`src/rtl/nubus_bus_steer.sv`:
```
// NuBus 5V buffer steering and registered arbitration/request handshake for the FPGA master.
// Every buffer direction change is bracketed by TURN_CYCLES dead cycles with all drivers Z.
module nubus_bus_steer #(
    parameter int ARB_W       = 4,
    parameter int TURN_CYCLES = 1,
    parameter int ARB_SETTLE  = 2,
    parameter int CNT_W       = 8
) (
    input  logic             clk,
    input  logic             reset_n,
    input  logic [ARB_W-1:0] id_n,
    input  logic [ARB_W-1:0] arb_n_in,
    output logic [ARB_W-1:0] arb_o_n,
    output logic             rqst_o_n,
    input  logic             start_n_in,
    input  logic             mst_req,
    input  logic             mst_done,
    input  logic             slv_resp,
    output logic             grant,
    output logic             master_dir,
    output logic             slv_dir,
    output logic             nubus_oe,
    output logic             busy,
    output logic [CNT_W-1:0] lost_cnt
);
    typedef enum logic [2:0] {IDLE, SLV_TURN, ARB, M_TURN, MASTER, REL_TURN} state_t;

    localparam logic [3:0]       TURN_LAST   = 4'(TURN_CYCLES - 1);
    localparam logic [3:0]       SETTLE_LAST = 4'(ARB_SETTLE - 1);
    localparam logic [CNT_W-1:0] CNT_ONE     = CNT_W'(1);

    state_t           state_q, state_d;
    logic [3:0]       tcnt_q, tcnt_d;
    logic [3:0]       scnt_q, scnt_d;
    logic             init_q, init_d;
    logic             oe_q, oe_d;
    logic             mdir_q, mdir_d;
    logic             sdir_q, sdir_d;
    logic             grant_q, grant_d;
    logic             rqst_q, rqst_d;
    logic             arb_en_q, arb_en_d;
    logic [CNT_W-1:0] lost_q, lost_d;

    logic turn_done;
    assign turn_done = (tcnt_q == TURN_LAST);

    always_ff @(posedge clk or negedge reset_n) begin
        if (!reset_n) begin
            state_q  <= IDLE;
            tcnt_q   <= '0;
            scnt_q   <= '0;
            init_q   <= 1'b1;
            oe_q     <= 1'b1;
            mdir_q   <= 1'b0;
            sdir_q   <= 1'b0;
            grant_q  <= 1'b0;
            rqst_q   <= 1'b1;
            arb_en_q <= 1'b0;
            lost_q   <= '0;
        end else begin
            state_q  <= state_d;
            tcnt_q   <= tcnt_d;
            scnt_q   <= scnt_d;
            init_q   <= init_d;
            oe_q     <= oe_d;
            mdir_q   <= mdir_d;
            sdir_q   <= sdir_d;
            grant_q  <= grant_d;
            rqst_q   <= rqst_d;
            arb_en_q <= arb_en_d;
            lost_q   <= lost_d;
        end
    end

    always_comb begin
        state_d  = state_q;
        tcnt_d   = tcnt_q;
        scnt_d   = scnt_q;
        init_d   = init_q;
        oe_d     = oe_q;
        mdir_d   = mdir_q;
        sdir_d   = sdir_q;
        grant_d  = grant_q;
        rqst_d   = rqst_q;
        arb_en_d = arb_en_q;
        lost_d   = lost_q;
        case (state_q)
            IDLE: begin
                // Out of reset the buffers stay Z for one turnaround before IDLE acts.
                if (init_q) begin
                    if (turn_done) begin
                        init_d = 1'b0;
                        oe_d   = 1'b0;
                        tcnt_d = '0;
                    end else begin
                        tcnt_d = tcnt_q + 4'd1;
                    end
                end else if (slv_resp != sdir_q) begin
                    state_d = SLV_TURN;
                    oe_d    = 1'b1;
                    tcnt_d  = '0;
                end else if (mst_req) begin
                    state_d  = ARB;
                    rqst_d   = 1'b0;
                    arb_en_d = 1'b1;
                    scnt_d   = '0;
                end
            end
            SLV_TURN: begin
                if (turn_done) begin
                    state_d = IDLE;
                    sdir_d  = slv_resp;
                    oe_d    = 1'b0;
                    tcnt_d  = '0;
                end else begin
                    tcnt_d = tcnt_q + 4'd1;
                end
            end
            ARB: begin
                if (!mst_req) begin
                    state_d  = IDLE;
                    rqst_d   = 1'b1;
                    arb_en_d = 1'b0;
                end else if (start_n_in == 1'b0) begin
                    scnt_d = '0;
                end else if (scnt_q == SETTLE_LAST) begin
                    scnt_d = '0;
                    if (arb_n_in == id_n) begin
                        state_d  = M_TURN;
                        arb_en_d = 1'b0;
                        oe_d     = 1'b1;
                        tcnt_d   = '0;
                    end else if (lost_q != '1) begin
                        lost_d = lost_q + CNT_ONE;
                    end
                end else begin
                    scnt_d = scnt_q + 4'd1;
                end
            end
            M_TURN: begin
                if (turn_done) begin
                    state_d = MASTER;
                    mdir_d  = 1'b1;
                    oe_d    = 1'b0;
                    grant_d = 1'b1;
                    rqst_d  = 1'b1;
                    tcnt_d  = '0;
                end else begin
                    tcnt_d = tcnt_q + 4'd1;
                end
            end
            MASTER: begin
                if (mst_done) begin
                    state_d = REL_TURN;
                    grant_d = 1'b0;
                    oe_d    = 1'b1;
                    mdir_d  = 1'b0;
                    tcnt_d  = '0;
                end
            end
            REL_TURN: begin
                if (turn_done) begin
                    state_d = IDLE;
                    oe_d    = 1'b0;
                    tcnt_d  = '0;
                end else begin
                    tcnt_d = tcnt_q + 4'd1;
                end
            end
            default: state_d = IDLE;
        endcase
    end

    // Drop our low ID bits once a higher line is pulled by a card whose ID has that bit set.
    always_comb begin
        logic beaten;
        beaten  = 1'b0;
        arb_o_n = '1;
        for (int i = 0; i < ARB_W; i++) begin
            beaten = 1'b0;
            for (int j = i + 1; j < ARB_W; j++)
                beaten = beaten | (~arb_n_in[j] & id_n[j]);
            arb_o_n[i] = ~(arb_en_q & ~id_n[i] & ~beaten);
        end
    end

    assign rqst_o_n   = rqst_q;
    assign grant      = grant_q;
    assign master_dir = mdir_q;
    assign slv_dir    = sdir_q;
    assign nubus_oe   = oe_q;
    assign busy       = (state_q != IDLE);
    assign lost_cnt   = lost_q;

endmodule
```
`config.mk`:
```
export PLATFORM = sky130hd
export DESIGN_NAME = nubus_bus_steer
export DESIGN_NICKNAME = d
export VERILOG_FILES = /design/src/rtl/nubus_bus_steer.sv
export SDC_FILE = /design/constraint.sdc
export NUM_CORES = 1
export LEC_CHECK = 0
export ABC_CLOCK_PERIOD_IN_PS = 5100
export CELL_PAD_IN_SITES_DETAIL_PLACEMENT = 2
export CELL_PAD_IN_SITES_GLOBAL_PLACEMENT = 2
export CORE_MARGIN = 3
export CORE_UTILIZATION = 32
export CTS_CLUSTER_SIZE = 14
export DETAILED_ROUTE_END_ITERATION = 12
export MAX_ROUTING_LAYER = met4
export PLACE_DENSITY = 0.89
export SYNTH_ARGS = -nofsm -noshare
export SYNTH_HDL_FRONTEND = slang
export SYNTH_SLANG_ARGS = --single-unit
```
`constraint.sdc`:
```
create_clock -name clk -period 5.1 [get_ports clk]
set_input_delay 0.765 -clock clk [delete_from_list [all_inputs] [get_ports clk]]
set_output_delay 0.765 -clock clk [all_outputs]
set_load 0.02 [all_outputs]
```
==> results.txt <==
The run finished with clean final reports. Clock-pin slew was measured on the worst setup and hold paths at 0.08 ns. The mapped netlist covers 0.00147 mm².

Row generation in the floorplan step produced 24 rows. Buffers inserted during clock tree synthesis total 3. The worst path uses 66.4% of the clock period.

For this run, the post-layout net count is 206. The final antenna diode count was 0; the post-synthesis simple-gate area fraction was 22.4%. The run gives 0 as the total number of yosys warnings.

Once the clock tree was built, the setup fixing pass inserted 0 buffers. The number of port buffers was 31. Flip-flop cell with the highest count after synthesis: dfrtp_1. Of the cells placed in the final design, the portion with a size suffix greater than 1 is 10.9%. In the routed design, unresolved DRC markers number 0.

The die extent in y works out to 73.8 µm. The logs give 33.5% for the effective utilization at floorplan and 235 for the non-filler instance count after layout. The later pin in the worst-skew pair is clocked with a latency of 0.27 ns. The tightest min-delay check is of the reg -> reg type. Dominant combinational cell family by area after synthesis: simple AND/OR/NAND/NOR gates. The logs give 231 for the number of instances in the placed design and 32 for the number of primary I/O pins. The tools report the via total after detailed routing as 1270. The run gives 7250 µm as the global-route wire length before repair.

Most common cell in the netlist: dfrtp_1. The deepest level of the CTS H-tree is 1. Setup repair after global routing left no endpoint under its margin. The commonest cells after synthesis are 22 x dfrtp_1, 16 x nand2_1, 16 x o21ai_0. Compared with the post-synthesis result, the final layout area differs by 26.7%. TritonCTS built the clock tree. The count of max-cap constraint violations came out at 0.

Gates resized during post-CTS repair numbered 0. Maximum operating frequency: 0.295 GHz. Power spread over the standard cell area amounts to 402 mW/mm². After synthesis, the netlist uses 43 different library cells. The logs give 2 for the clock tree buffer depth and 2.62 ns for the endpoint arrival time on the critical path.

The logs give 42.8% for the part of the Yosys area used for sequential elements and 1443 for the number of global-route vias before repair. Along the worst path, the maximum fanout reaches 3. The tools report the starting DRC count in detailed routing as 23. By area the synthesized netlist is led by dfrtp_1 37%, ha_1 6.8%, o21ai_0 5.5%, dfstp_2 5.4%, nand2_1 4.1%. Routability-driven placement finished with a final weighted congestion of 0.842. The arithmetic-cell share of the synthesized area counting full adders, half adders and majority gates was 6.81%. Global routing used 17.6% of the available tracks across all layers.

For the initial antenna violation count, the log shows 0. Xor-xnor portion of the synthesized cell area: 5.37%. The post-synthesis net count came out at 173. The die outline area is 0.00544 mm².

Number of hold violations in the final report: 0. Between clock sinks in the finished design, the worst skew comes to 0.00613 ns. The endpoint class of the critical path is an output port.

The final count of pins violating max slew is 0. The tools report the area of the placeable core as 0.00438 mm². The routed length per instance was 17.7 µm; the maximum number of pins on one net before global-route repair was 26.

The post-synthesis cell count is 151, and the compound-cell area share of the yosys netlist is 15.9%. The fraction of registers with async set/reset is 100%, and the required time at the endpoint of the critical path is 4.34 ns. The mux share of post-synthesis cell area is 1.53%. Setup violations remaining at the end of the flow were counted as 0. The worst setup path is launched from an input pin. The total grt overflow was 0; the count of antenna-violating nets left after detailed routing was 0.

dfrtp_1 takes more of the synthesized area than any other cell. The final-layout setup total negative slack was 0 ns; the worst max-slew margin expressed relative to the limit was 57.0%. The worst-margin pin slew is 0.643 ns. The tools report the library cell used as clock root buffer as clkbuf_8.

The count of flip-flops with a built-in enable after synthesis is 0, and the mean post-synth cell area is 9.73 µm². The number of synthesized register bits was 25. In this run the static leakage power is 0.000806 µW. The worst ir drop on vdd is 0.188 mV, and the final wirelength is 4150 µm. After detailed routing, the number of vias per cell comes to 5.40. The worst setup path is of the in -> out kind. The overall die width was 73.8 µm; the number of buffers added to fix hold violations after cts was 0.

The sum of net half-perimeters after detailed placement was 3300 µm; the top-area cell type share of the netlist area was 37.5%. The final critical-path required period is 3.39 ns, and the number of clock sinks is 25. For the first-pass iteration count of the detailed router, the log shows 4.
-- logic make-up (layout without fill, tap and decap cells) --
kind of cell,after synthesis,in the layout
and+or+nand+nor,59,59
AOI/OAI and AO/OA,34,34
DFF,25,25
buffers and inverters,14,46
xor gates and xnor gates,9,9
adders and majority gates,8,8
muxes,2,2
-- metrics by stage --
stage,setup slack [ns],instance area (µm²),power (µW),util (%),hold WS (ns)
finish,1.71,1860,748,42.4,0.506
global route,1.64,1860,811,42.4,0.534
CTS,1.69,1860,760,42.4,0.515
detailed placement,1.69,1810,637,41.4,0.498
global placement,1.84,1810,611,41.4,0.474
floorplan,2.74,1470,511,-,0.452
-- worst paths after layout --
check | endpoint | start | depth (start not counted) | slack (ns)
worst max register to register | slv_dir | tcnt_q[0] | 6 | 3.00
worst max-delay path | arb_o_n[0] | arb_n_in[3] | 6 | 1.71
max in group asynchronous | rqst_o_n | reset_n | 2 | 3.94
worst min-delay path | nubus_oe | nubus_oe | 2 | 0.51
worst min register to register | nubus_oe | nubus_oe | 2 | 0.51
min in group asynchronous | lost_cnt[1] | reset_n | 2 | 0.85
-- cell usage in the layout (no fill, tap or decap), types with 3 or more instances in the layout --
cell type / n
nand2_1: 16
ha_1: 8
dfrtp_1: 22
a21oi_1: 4
nand3_1: 7
nand4_1: 3
clkbuf_8: 3
and2_1: 3
xor2_1: 3
clkdlybuf4s50_1: 31
xnor2_1: 6
inv_1: 10
nand2b_1: 3
nor2_1: 9
nor2b_1: 3
dfstp_2: 3
o21ai_0: 16
-- where the power goes --
group | internal [µW] | leakage, µW | switching, µW
logic | 151 | 0.000455 | 183
clock network | 54.6 | 0.0000255 | 63.2
registers | 239 | 0.000326 | 57.8
total | 444 | 0.000806 | 304
-- registers in the layout, indices dropped and copies added (netlist names) --
name,flops
init_q,1
arb_en_q,1
tcnt_q,4
grant,1
state_q,3
nubus_oe,1
scnt_q,4
rqst_o_n,1
slv_dir,1
lost_cnt,8
-- cell type report --
| type | count | area (µm²) |
|---|---|---|
| clock buffers | 3 | 41.3 |
| clock inverters | 1 | 5.00 |
| fillers | 480 | 2520 |
| inverters | 10 | 37.5 |
| multi-input cells | 112 | 764 |
| flip-flops and latches | 25 | 629 |
| well taps | 52 | 65.1 |
| repair buffers | 32 | 318 |
-- metal layers --
layer	GRT usage, %	part of all wire (%)
met1	19.6	38
met4	2.62	0.79
met5	-	0
met2	32.8	58
met3	3.28	3.0
-- worst max-delay path, stage by stage --
cell and delay, ns:
clkdlybuf4s50_1 0.47, inv_1 0.05, ha_1 0.17, nand2b_1 0.18
or4_1 0.42, clkdlybuf4s50_1 0.56
(Power assumes the default switching activity.)
